## src/rtl/cpu_run_monitor_if.sv

```systemverilog
// ----------------------------------------------------------------------------
// cpu_run_monitor_if
// Bundles the run-monitor's control and observation signals.
//   restart     : synchronous pulse, rerun the core from its reset sequence
//   pc          : core program counter (observed)
//   alu_result  : core ALU output (observed)
//   cpu_rst     : reset to the core, active-high
//   running     : core is executing
//   halted      : PC self-loop detected
//   timeout     : cycle budget exhausted
//   done        : halted | timeout
//   pass        : halted with the expected signature
//   cycle_count : executed cycles of the current run
//   signature   : rotate-xor fold of every ALU result of the current run
// master = the run monitor, slave = the harness that owns restart/pc/alu.
// ----------------------------------------------------------------------------
interface cpu_run_monitor_if #(
    parameter int XLEN  = 32,
    parameter int CNT_W = 32
);
    logic             restart;
    logic [XLEN-1:0]  pc;
    logic [XLEN-1:0]  alu_result;
    logic             cpu_rst;
    logic             running;
    logic             halted;
    logic             timeout;
    logic             done;
    logic             pass;
    logic [CNT_W-1:0] cycle_count;
    logic [XLEN-1:0]  signature;

    modport master (
        input  restart, pc, alu_result,
        output cpu_rst, running, halted, timeout, done, pass, cycle_count, signature
    );

    modport slave (
        output restart, pc, alu_result,
        input  cpu_rst, running, halted, timeout, done, pass, cycle_count, signature
    );
endinterface

```

## src/rtl/cpu_run_monitor.sv

```systemverilog
// ----------------------------------------------------------------------------
// cpu_run_monitor
// Run controller and checker placed beside the CPU core. It sequences the
// core reset, counts executed cycles, detects completion (PC stuck on the
// same value for HALT_CYCLES consecutive comparisons) or a cycle-budget
// timeout, and folds every ALU result into a running signature.
// Ports:
//   clk  : single clock, rising edge
//   rst  : asynchronous active-high reset
//   bus  : cpu_run_monitor_if.master (restart/pc/alu_result in,
//          cpu_rst/status/cycle_count/signature out)
// ----------------------------------------------------------------------------
module cpu_run_monitor #(
    parameter int              XLEN         = 32,
    parameter int              CNT_W        = 32,
    parameter int              RESET_CYCLES = 5,
    parameter int              HALT_CYCLES  = 4,
    parameter int              MAX_CYCLES   = 200000,
    parameter logic [XLEN-1:0] EXPECT_SIG   = '0
) (
    input  logic               clk,
    input  logic               rst,
    cpu_run_monitor_if.master  bus
);

    localparam int HOLD_W = $clog2(RESET_CYCLES + 1);
    localparam int STAB_W = $clog2(HALT_CYCLES + 1);

    typedef enum logic [1:0] {
        HOLD    = 2'd0,
        RUN     = 2'd1,
        HALTED  = 2'd2,
        TIMEOUT = 2'd3
    } state_t;

    state_t            state;
    state_t            next_state;

    logic [HOLD_W-1:0] hold_cnt;
    logic [STAB_W-1:0] stable_cnt;
    logic [CNT_W-1:0]  cycle_count;
    logic [XLEN-1:0]   signature;
    logic [XLEN-1:0]   pc_prev;
    logic              pc_valid;

    logic              pc_same;
    logic              halt_hit;
    logic              budget_hit;
    logic              hold_done;

    function automatic logic [XLEN-1:0] rotl1(input logic [XLEN-1:0] v);
        return {v[XLEN-2:0], v[XLEN-1]};
    endfunction

    // pc_valid masks the first RUN edge, where pc_prev holds stale data.
    assign pc_same    = pc_valid && (bus.pc == pc_prev);
    assign halt_hit   = (state == RUN) && pc_same &&
                        (stable_cnt == STAB_W'(HALT_CYCLES - 1));
    assign budget_hit = (state == RUN) && (cycle_count == CNT_W'(MAX_CYCLES - 1));
    assign hold_done  = (hold_cnt == HOLD_W'(RESET_CYCLES - 1));

    // State register
    always_ff @(posedge clk or posedge rst) begin
        if (rst) begin
            state <= HOLD;
        end else begin
            state <= next_state;
        end
    end

    // Next-state logic; restart overrides everything, halt beats timeout.
    always_comb begin
        next_state = state;
        if (bus.restart) begin
            next_state = HOLD;
        end else begin
            case (state)
                HOLD:    if (hold_done) next_state = RUN;
                RUN: begin
                    if (halt_hit)        next_state = HALTED;
                    else if (budget_hit) next_state = TIMEOUT;
                end
                default: next_state = state;
            endcase
        end
    end

    // Outputs decoded from the state register
    always_comb begin
        bus.cpu_rst = (state == HOLD);
        bus.running = (state == RUN);
        bus.halted  = (state == HALTED);
        bus.timeout = (state == TIMEOUT);
        bus.done    = (state == HALTED) || (state == TIMEOUT);
        bus.pass    = (state == HALTED) && (signature == EXPECT_SIG);
    end

    assign bus.cycle_count = cycle_count;
    assign bus.signature   = signature;

    // Run bookkeeping; everything freezes once a terminal state is reached.
    always_ff @(posedge clk or posedge rst) begin
        if (rst) begin
            hold_cnt    <= '0;
            cycle_count <= '0;
            signature   <= '0;
            stable_cnt  <= '0;
            pc_valid    <= 1'b0;
        end else if (bus.restart) begin
            hold_cnt    <= '0;
            cycle_count <= '0;
            signature   <= '0;
            stable_cnt  <= '0;
            pc_valid    <= 1'b0;
        end else begin
            case (state)
                HOLD: hold_cnt <= hold_cnt + 1'b1;
                RUN: begin
                    cycle_count <= cycle_count + 1'b1;
                    signature   <= rotl1(signature) ^ bus.alu_result;
                    pc_valid    <= 1'b1;
                    stable_cnt  <= pc_same ? stable_cnt + 1'b1 : '0;
                end
                default: ;
            endcase
        end
    end

    // pc_prev is only meaningful when pc_valid is set, so it needs no reset.
    always_ff @(posedge clk) begin
        if (!bus.restart && (state == RUN)) begin
            pc_prev <= bus.pc;
        end
    end

endmodule

```

## src/flat_wrapper.sv

```systemverilog
// flat-port wrapper written by rule: the top's interface ports become plain ports
module cpu_run_monitor_flat 
#(
    parameter int              XLEN         = 32,
    parameter int              CNT_W        = 32,
    parameter int              RESET_CYCLES = 5,
    parameter int              HALT_CYCLES  = 4,
    parameter int              MAX_CYCLES   = 200000,
    parameter logic [XLEN-1:0] EXPECT_SIG   = '0
)
  (clk, rst, bus_restart, bus_pc, bus_alu_result, bus_cpu_rst, bus_running, bus_halted, bus_timeout, bus_done, bus_pass, bus_cycle_count, bus_signature);
  cpu_run_monitor_if #(.XLEN(XLEN), .CNT_W(CNT_W)) bus_i ();
  input  logic clk;
  input  logic rst;
  input wire logic [$bits(bus_i.restart)-1:0] bus_restart;
  input wire logic [$bits(bus_i.pc)-1:0] bus_pc;
  input wire logic [$bits(bus_i.alu_result)-1:0] bus_alu_result;
  output wire logic [$bits(bus_i.cpu_rst)-1:0] bus_cpu_rst;
  output wire logic [$bits(bus_i.running)-1:0] bus_running;
  output wire logic [$bits(bus_i.halted)-1:0] bus_halted;
  output wire logic [$bits(bus_i.timeout)-1:0] bus_timeout;
  output wire logic [$bits(bus_i.done)-1:0] bus_done;
  output wire logic [$bits(bus_i.pass)-1:0] bus_pass;
  output wire logic [$bits(bus_i.cycle_count)-1:0] bus_cycle_count;
  output wire logic [$bits(bus_i.signature)-1:0] bus_signature;
  assign bus_i.restart = bus_restart;
  assign bus_i.pc = bus_pc;
  assign bus_i.alu_result = bus_alu_result;
  assign bus_cpu_rst = bus_i.cpu_rst;
  assign bus_running = bus_i.running;
  assign bus_halted = bus_i.halted;
  assign bus_timeout = bus_i.timeout;
  assign bus_done = bus_i.done;
  assign bus_pass = bus_i.pass;
  assign bus_cycle_count = bus_i.cycle_count;
  assign bus_signature = bus_i.signature;
  cpu_run_monitor #(.XLEN(XLEN), .CNT_W(CNT_W), .RESET_CYCLES(RESET_CYCLES), .HALT_CYCLES(HALT_CYCLES), .MAX_CYCLES(MAX_CYCLES), .EXPECT_SIG(EXPECT_SIG)) u_core (.clk(clk), .rst(rst), .bus(bus_i));
endmodule
```

## config.mk

```make
export PLATFORM = sky130hd
export DESIGN_NAME = cpu_run_monitor_flat
export DESIGN_NICKNAME = d
export VERILOG_FILES = /design/src/rtl/cpu_run_monitor_if.sv /design/src/rtl/cpu_run_monitor.sv /design/src/flat_wrapper.sv
export SDC_FILE = /design/constraint.sdc
export NUM_CORES = 1
export LEC_CHECK = 0
export ABC_AREA = 0
export CAP_MARGIN = 15
export CORE_ASPECT_RATIO = 0.75
export CORE_UTILIZATION = 40
export CTS_CLUSTER_DIAMETER = 80
export DETAILED_ROUTE_END_ITERATION = 7
export HOLD_SLACK_MARGIN = 0.1
export PLACE_DENSITY_LB_ADDON = 0.12
export SYNTH_ARGS = -nofsm -noshare
export SYNTH_HDL_FRONTEND = slang
export SYNTH_SLANG_ARGS = --single-unit
```

## constraint.sdc

```tcl
create_clock -name clk -period 3.6 [get_ports clk]
set_input_delay 1.08 -clock clk [delete_from_list [all_inputs] [get_ports clk]]
set_output_delay 1.08 -clock clk [all_outputs]
set_load 0.005 [all_outputs]
```

=== Word-level counts from Yosys, hierarchy flattened ===
Index checks and enable logic that the tools add are counted.

* Add/sub/neg operators: 3
* Muxes and demuxes: 16
* Equality and inequality tests: 9
* Reductions and logical operators: 14
* Bitwise gates (word level): 1

{| class="wikitable"
|+ Operators with widths
! cell !! count
|-
| $mux 32 || 4
|-
| $add 32x1->32 const B || 1
|-
| $eq 32x18->1 const B || 1
|-
| $eq 32x32->1 || 1
|-
| $logic_not 32->1 || 1
|-
| $xor 32x32->32 || 1
|-
| $mux 3 || 5
|-
| $mux 2 || 4
|-
| $add 3x1->3 const B || 2
|-
| $logic_and 1x1->1 || 6
|-
| $eq 2x2->1 const B || 2
|-
| $ne 4x2->1 const B || 1
|-
| $pmux 2 s2 || 1
|-
| $reduce_bool 2->1 || 2
|-
| $eq 3x2->1 const B || 1
|-
| $eq 3x3->1 const B || 1
|-
| $ne 3x2->1 const B || 1
|-
| $reduce_and 3->1 || 1
|-
| $reduce_bool 3->1 || 1
|-
| $eq 2x1->1 const B || 1
|-
| $logic_not 2->1 || 1
|-
| $mux 1 || 2
|-
| $logic_not 1->1 || 1
|-
| $logic_or 1x1->1 || 1
|}

* Bits in registers: 105
* Output and inout bits: 70
* Word-level logic and storage cells: 50
* Bits of input ports: 67

=== Longest topological paths before layout ===
Gate-level depths: netlist of the first run.

* Depth after elaboration: 7
* Gate-level depth with buffers: 7
* Gate-level depth less buffers: 6

=== Least setup slack after synthesis of the first run ===
Ideal clock, no wire load.

* Path kind: input-to-reg
* Start: in bus_restart
* End: reg u_core.stable_cnt[0]
* Slack: 0.357 ns
* Setup time: 0.090 ns
* Arrival time: 3.153 ns
* Cell stages on the path: 4
* Buffers on the path: 1
* Required time: 3.510 ns
* Cells stage by stage: clkbuf_1 > nor2_1 > nand4_1 > o21ai_0

* Cells in the longest elaborated chain, start to end: 1
* Elaborated cells between the ends (all ways): 2
* Those cells by class: mux: 1; reduce/logical: 1

{| class="wikitable"
|+ Ends and longest elaborated chain
! item !! RTL line !! source
|-
| start, declared || flat_wrapper.sv:15 || <nowiki>input wire logic [$bits(bus_i.restart)-1:0] bus_restart;</nowiki>
|-
| $mux 3 or $reduce_bool 2->1 (tied branches) || n/a ||
|-
| end signal, assigned || cpu_run_monitor.sv:122 || <nowiki>stable_cnt <= pc_same ? stable_cnt + 1'b1 : '0;</nowiki>
|-
| end, declared || cpu_run_monitor.sv:40 || <nowiki>logic [STAB_W-1:0] stable_cnt;</nowiki>
|}

Parallel ways exist; a longest one is shown, timed or not.
A chain may end at the register's enable or synchronous reset.

=== Final worst setup path of the first run ===
* Start: reg u_core.signature[14] (netlist: u_core.bus.signature[14])
* End: out bus_pass

* Cells in the longest elaborated chain, start to end: 2

{| class="wikitable"
|+ Ends and longest elaborated chain
! item !! RTL line !! source
|-
| start, declared || cpu_run_monitor.sv:42 || <nowiki>logic [XLEN-1:0] signature;</nowiki>
|-
| start signal, assigned || cpu_run_monitor.sv:120 || <nowiki>signature <= rotl1(signature) ^ bus.alu_result;</nowiki>
|-
| $logic_not 32->1 || cpu_run_monitor.sv:95 || <nowiki>bus.pass = (state == HALTED) && (signature == EXPECT_SIG);</nowiki>
|-
| $logic_and 1x1->1 || cpu_run_monitor.sv:95 ||
|-
| end, declared || flat_wrapper.sv:23 || <nowiki>output wire logic [$bits(bus_i.pass)-1:0] bus_pass;</nowiki>
|}

Every way passes these cells.

==> reports/qor.yml, run 1 <==
outcome:
  status: "complete, no violations"
die:
  dieArea_um2: 12900
  initial_core_util: 0.420
  die_w_um: 131
  core_region_area_um2: 11800
  rows: 34
  num_io_pins: 137
  die_h_um: 98.5
clocking:
  numCtsBuffers: 9
  clock_path_buffers: 2
  cts_root_buf: "clkbuf_16"
  cts.clk_slew.worst_paths_ns: 0.07
  cts_tree: "yes"
  hold_buffers: 0
  cts_setup_buffers: 0
  cts_resized: 0
  clock_sink_count: 105
  htree_levels: 3
  clock_latency_ns: 0.34
worst_setup_path:
  cp_slowest_stage_delay_ns: 0.56
  path_buf_inv: 1
  crit_fanout: 4
  critPathSlowestCell: "clkdlybuf4s50_1"
  endpoint_kind: "output pin"
  cp.required_ns: 2.52
  cp.arrival_ns: 2.16
  crit_path_cell_trace: "nor4_1 > nand4_1 > nor3_1 > clkdlybuf4s50_1"
  critPathTopFamily: "simple AND/OR/NAND/NOR gates"
  worstSetupPathType: "flop to output pin"
  start_kind: "flop"
timing:
  period_share: 0.899
  worst_clock_skew_ns: 0.00802
  slew_viol_final: 0
  rsz0062_at_grt: "no"
  slew_headroom: 0.458
  hold_viol: 0
  max_freq_mhz: 309
  final.setup.tns_ns: 0
  worst_pin_slew_ns: 0.812
  final-setup-viol-count: 0
  fin_crit_ns: 3.24
finish:
  ff_latch_area_um2: 2790
  multi_input_area_um2: 2070
  utilization: 0.576
  n_antenna_cell: 0
  finalNonFillerCells: 749
  drive_above_1_share: 0.0477
  fill_cells: 1042
  area_growth_pct: 37.1
  final_net_count: 654
grt:
  grt_overflow: 0
  grt_max_degree: 69
  grt_pass1_vias: 3801
  antenna_found_initial: 0
  grt_use_total: 0.196
  grt_pass1_wl_um: 19600
pwr:
  power.leakage_nw: 2.54
  p_per_area_nw_per_um2: 389
  ir_drop_uv: 231
drt:
  vias_per_cell: 5.01
  first_pass_iters: 4
  drt_iter0_drc: 248
  wirelength_um: 11900
  drcViolationCount: 0
  vias: 3755
  wl_per_cell_um: 15.8
  ant_nets: 0
synth:
  syn_inst: 449
  syn-num-nets: 521
  syn_avg_cell_area_um2: 11.1
  yosysUniqueCellTypes: 31
  ys_warn_count: 0
  ys_seq_area_frac: 0.561
  synth_area_um2: 4970
  synth-seq-cells: 105
placement:
  place_inst: 733
  io_buffers: 136
  hpwl_um: 8510
  gp_congestion: 0.808
flow_run:
  cap_violations: 0
min_path:
  hold_path.class: "flop to flop"
==> area by class of cell <==
class                   instances  area share
multi-input cells             316       0.304
repair buffers                141       0.207
clock buffers                  11      0.0371
clock inverters                 5     0.00790
flip-flops and latches        105       0.409
well taps                     162      0.0298
inverters                       9     0.00496
==> final timing paths <==
path | slack [ns] | start | endpoint | cells after the start
min reg2reg | 0.49 | u_core.stable_cnt[1] | u_core.stable_cnt[1] | 2
min | 0.49 | u_core.stable_cnt[1] | u_core.stable_cnt[1] | 2
max in group asynchronous | 1.69 | rst | u_core.hold_cnt[1] | 3
max reg2reg | 1.51 | u_core.state[1] | u_core.bus.cycle_count[31] | 5
max | 0.36 | u_core.bus.signature[14] | bus_pass | 4
min in group asynchronous | 1.23 | rst | u_core.bus.signature[15] | 2
==> worst reg2reg max path, cell delays in order (launching register included) <==
cell	delay, ns
dfrtp_1	0.48
nand4b_1	0.37
nor2_2	0.44
nand3_2	0.19
or3_1	0.39
a21oi_1	0.14
==> power by group <==
part,leakage [nW],internal (mW),switching (mW),total (mW)
clock,0.145,0.574,0.423,0.996
sequential,1.30,1.27,0.0438,1.31
combinational,1.09,0.193,0.146,0.339
total,2.54,2.04,0.612,2.65
==> kinds of logic (layout without fill, tap and decap cells) <==
logic type / Yosys count / count (layout) / share of synthesized area
flops: 105 / 105 / 0.561
fa+ha+maj: 5 / 5 / 0.0126
compound gates: 46 / 46 / 0.0647
xor+xnor: 95 / 95 / 0.168
buf+inv: 28 / 166 / 0.0219
simple gates: 170 / 170 / 0.172
==> registers in the layout, summed over array words and instances, names as in the netlist <==
| name | flops |
|---|---|
| u_core.stable_cnt | 3 |
| u_core.bus.signature | 32 |
| u_core.pc_prev | 32 |
| u_core.hold_cnt | 3 |
| u_core.bus.cycle_count | 32 |
| u_core.pc_valid | 1 |
| u_core.state | 2 |
==> through the flow <==
step	hold slack [ns]	setup slack [ns]	power, mW	instance area (µm²)
finish	0.492	0.363	2.65	6810
global route	0.538	0.193	2.77	6810
CTS	0.502	0.366	2.69	6810
detailed placement	0.486	0.585	1.68	6500
global placement	0.462	0.703	1.67	6500
floorplan	0.450	0.357	1.50	4970
==> per-layer routing <==
metal,vias to the layer above,global-route usage,wire (µm)
met3,11,0.0489,673
met4,0,0.0504,106
met2,100,0.295,5340
met5,-,0,0
li1,1840,-,-
met1,1804,0.282,5740
==> cell usage in the layout (no fill, tap or decap), drive strengths merged, types with 5 or more instances in the layout <==
cell type,count
o21ai,7
and3,7
a211oi,32
xnor2,67
dfrtp,73
ha,5
nor4,18
xor2,28
and2,5
clkdlybuf4s50,135
buf,6
clkbuf,11
nand2,17
nand4,20
edfxtp,32
nand3,16
nor2,73
inv,9
==> synth_stat cells <==
master,n,area share
a211oi_1,32,0.048
nor2_1,72,0.054
xor2_1,28,0.049
a41oi_1,2,0.0035
and4_1,4,0.0071
a21oi_1,4,0.0040
nand3b_1,1,0.0015
nand3_2,2,0.0040
xnor2_1,67,0.12
nor4_4,1,0.0043
nand2_1,17,0.013
nor2b_1,1,0.0013
edfxtp_1,32,0.19
ha_1,5,0.013
and2_1,5,0.0063
nand4b_1,1,0.0018
dfrtp_1,73,0.37
inv_1,8,0.0060
clkbuf_1,16,0.012
and3_1,7,0.0088
nand2b_1,1,0.0013
nand3_1,14,0.014
nor4_1,17,0.021
nand4_1,20,0.025
clkinv_1,1,0.00075
o31a_1,1,0.0018
nor2_2,1,0.0013
or3_1,2,0.0025
nor3_1,4,0.0040
o21ai_0,7,0.0071
buf_2,3,0.0030
(Power assumes the default switching activity.)
==> inputs of run 2 (changes only) <==
ABC_CLOCK_PERIOD_IN_PS = 3600   (was not set)
==> results of run 2 <==
Final layout, timing and power as in run 1 (identical DEF).
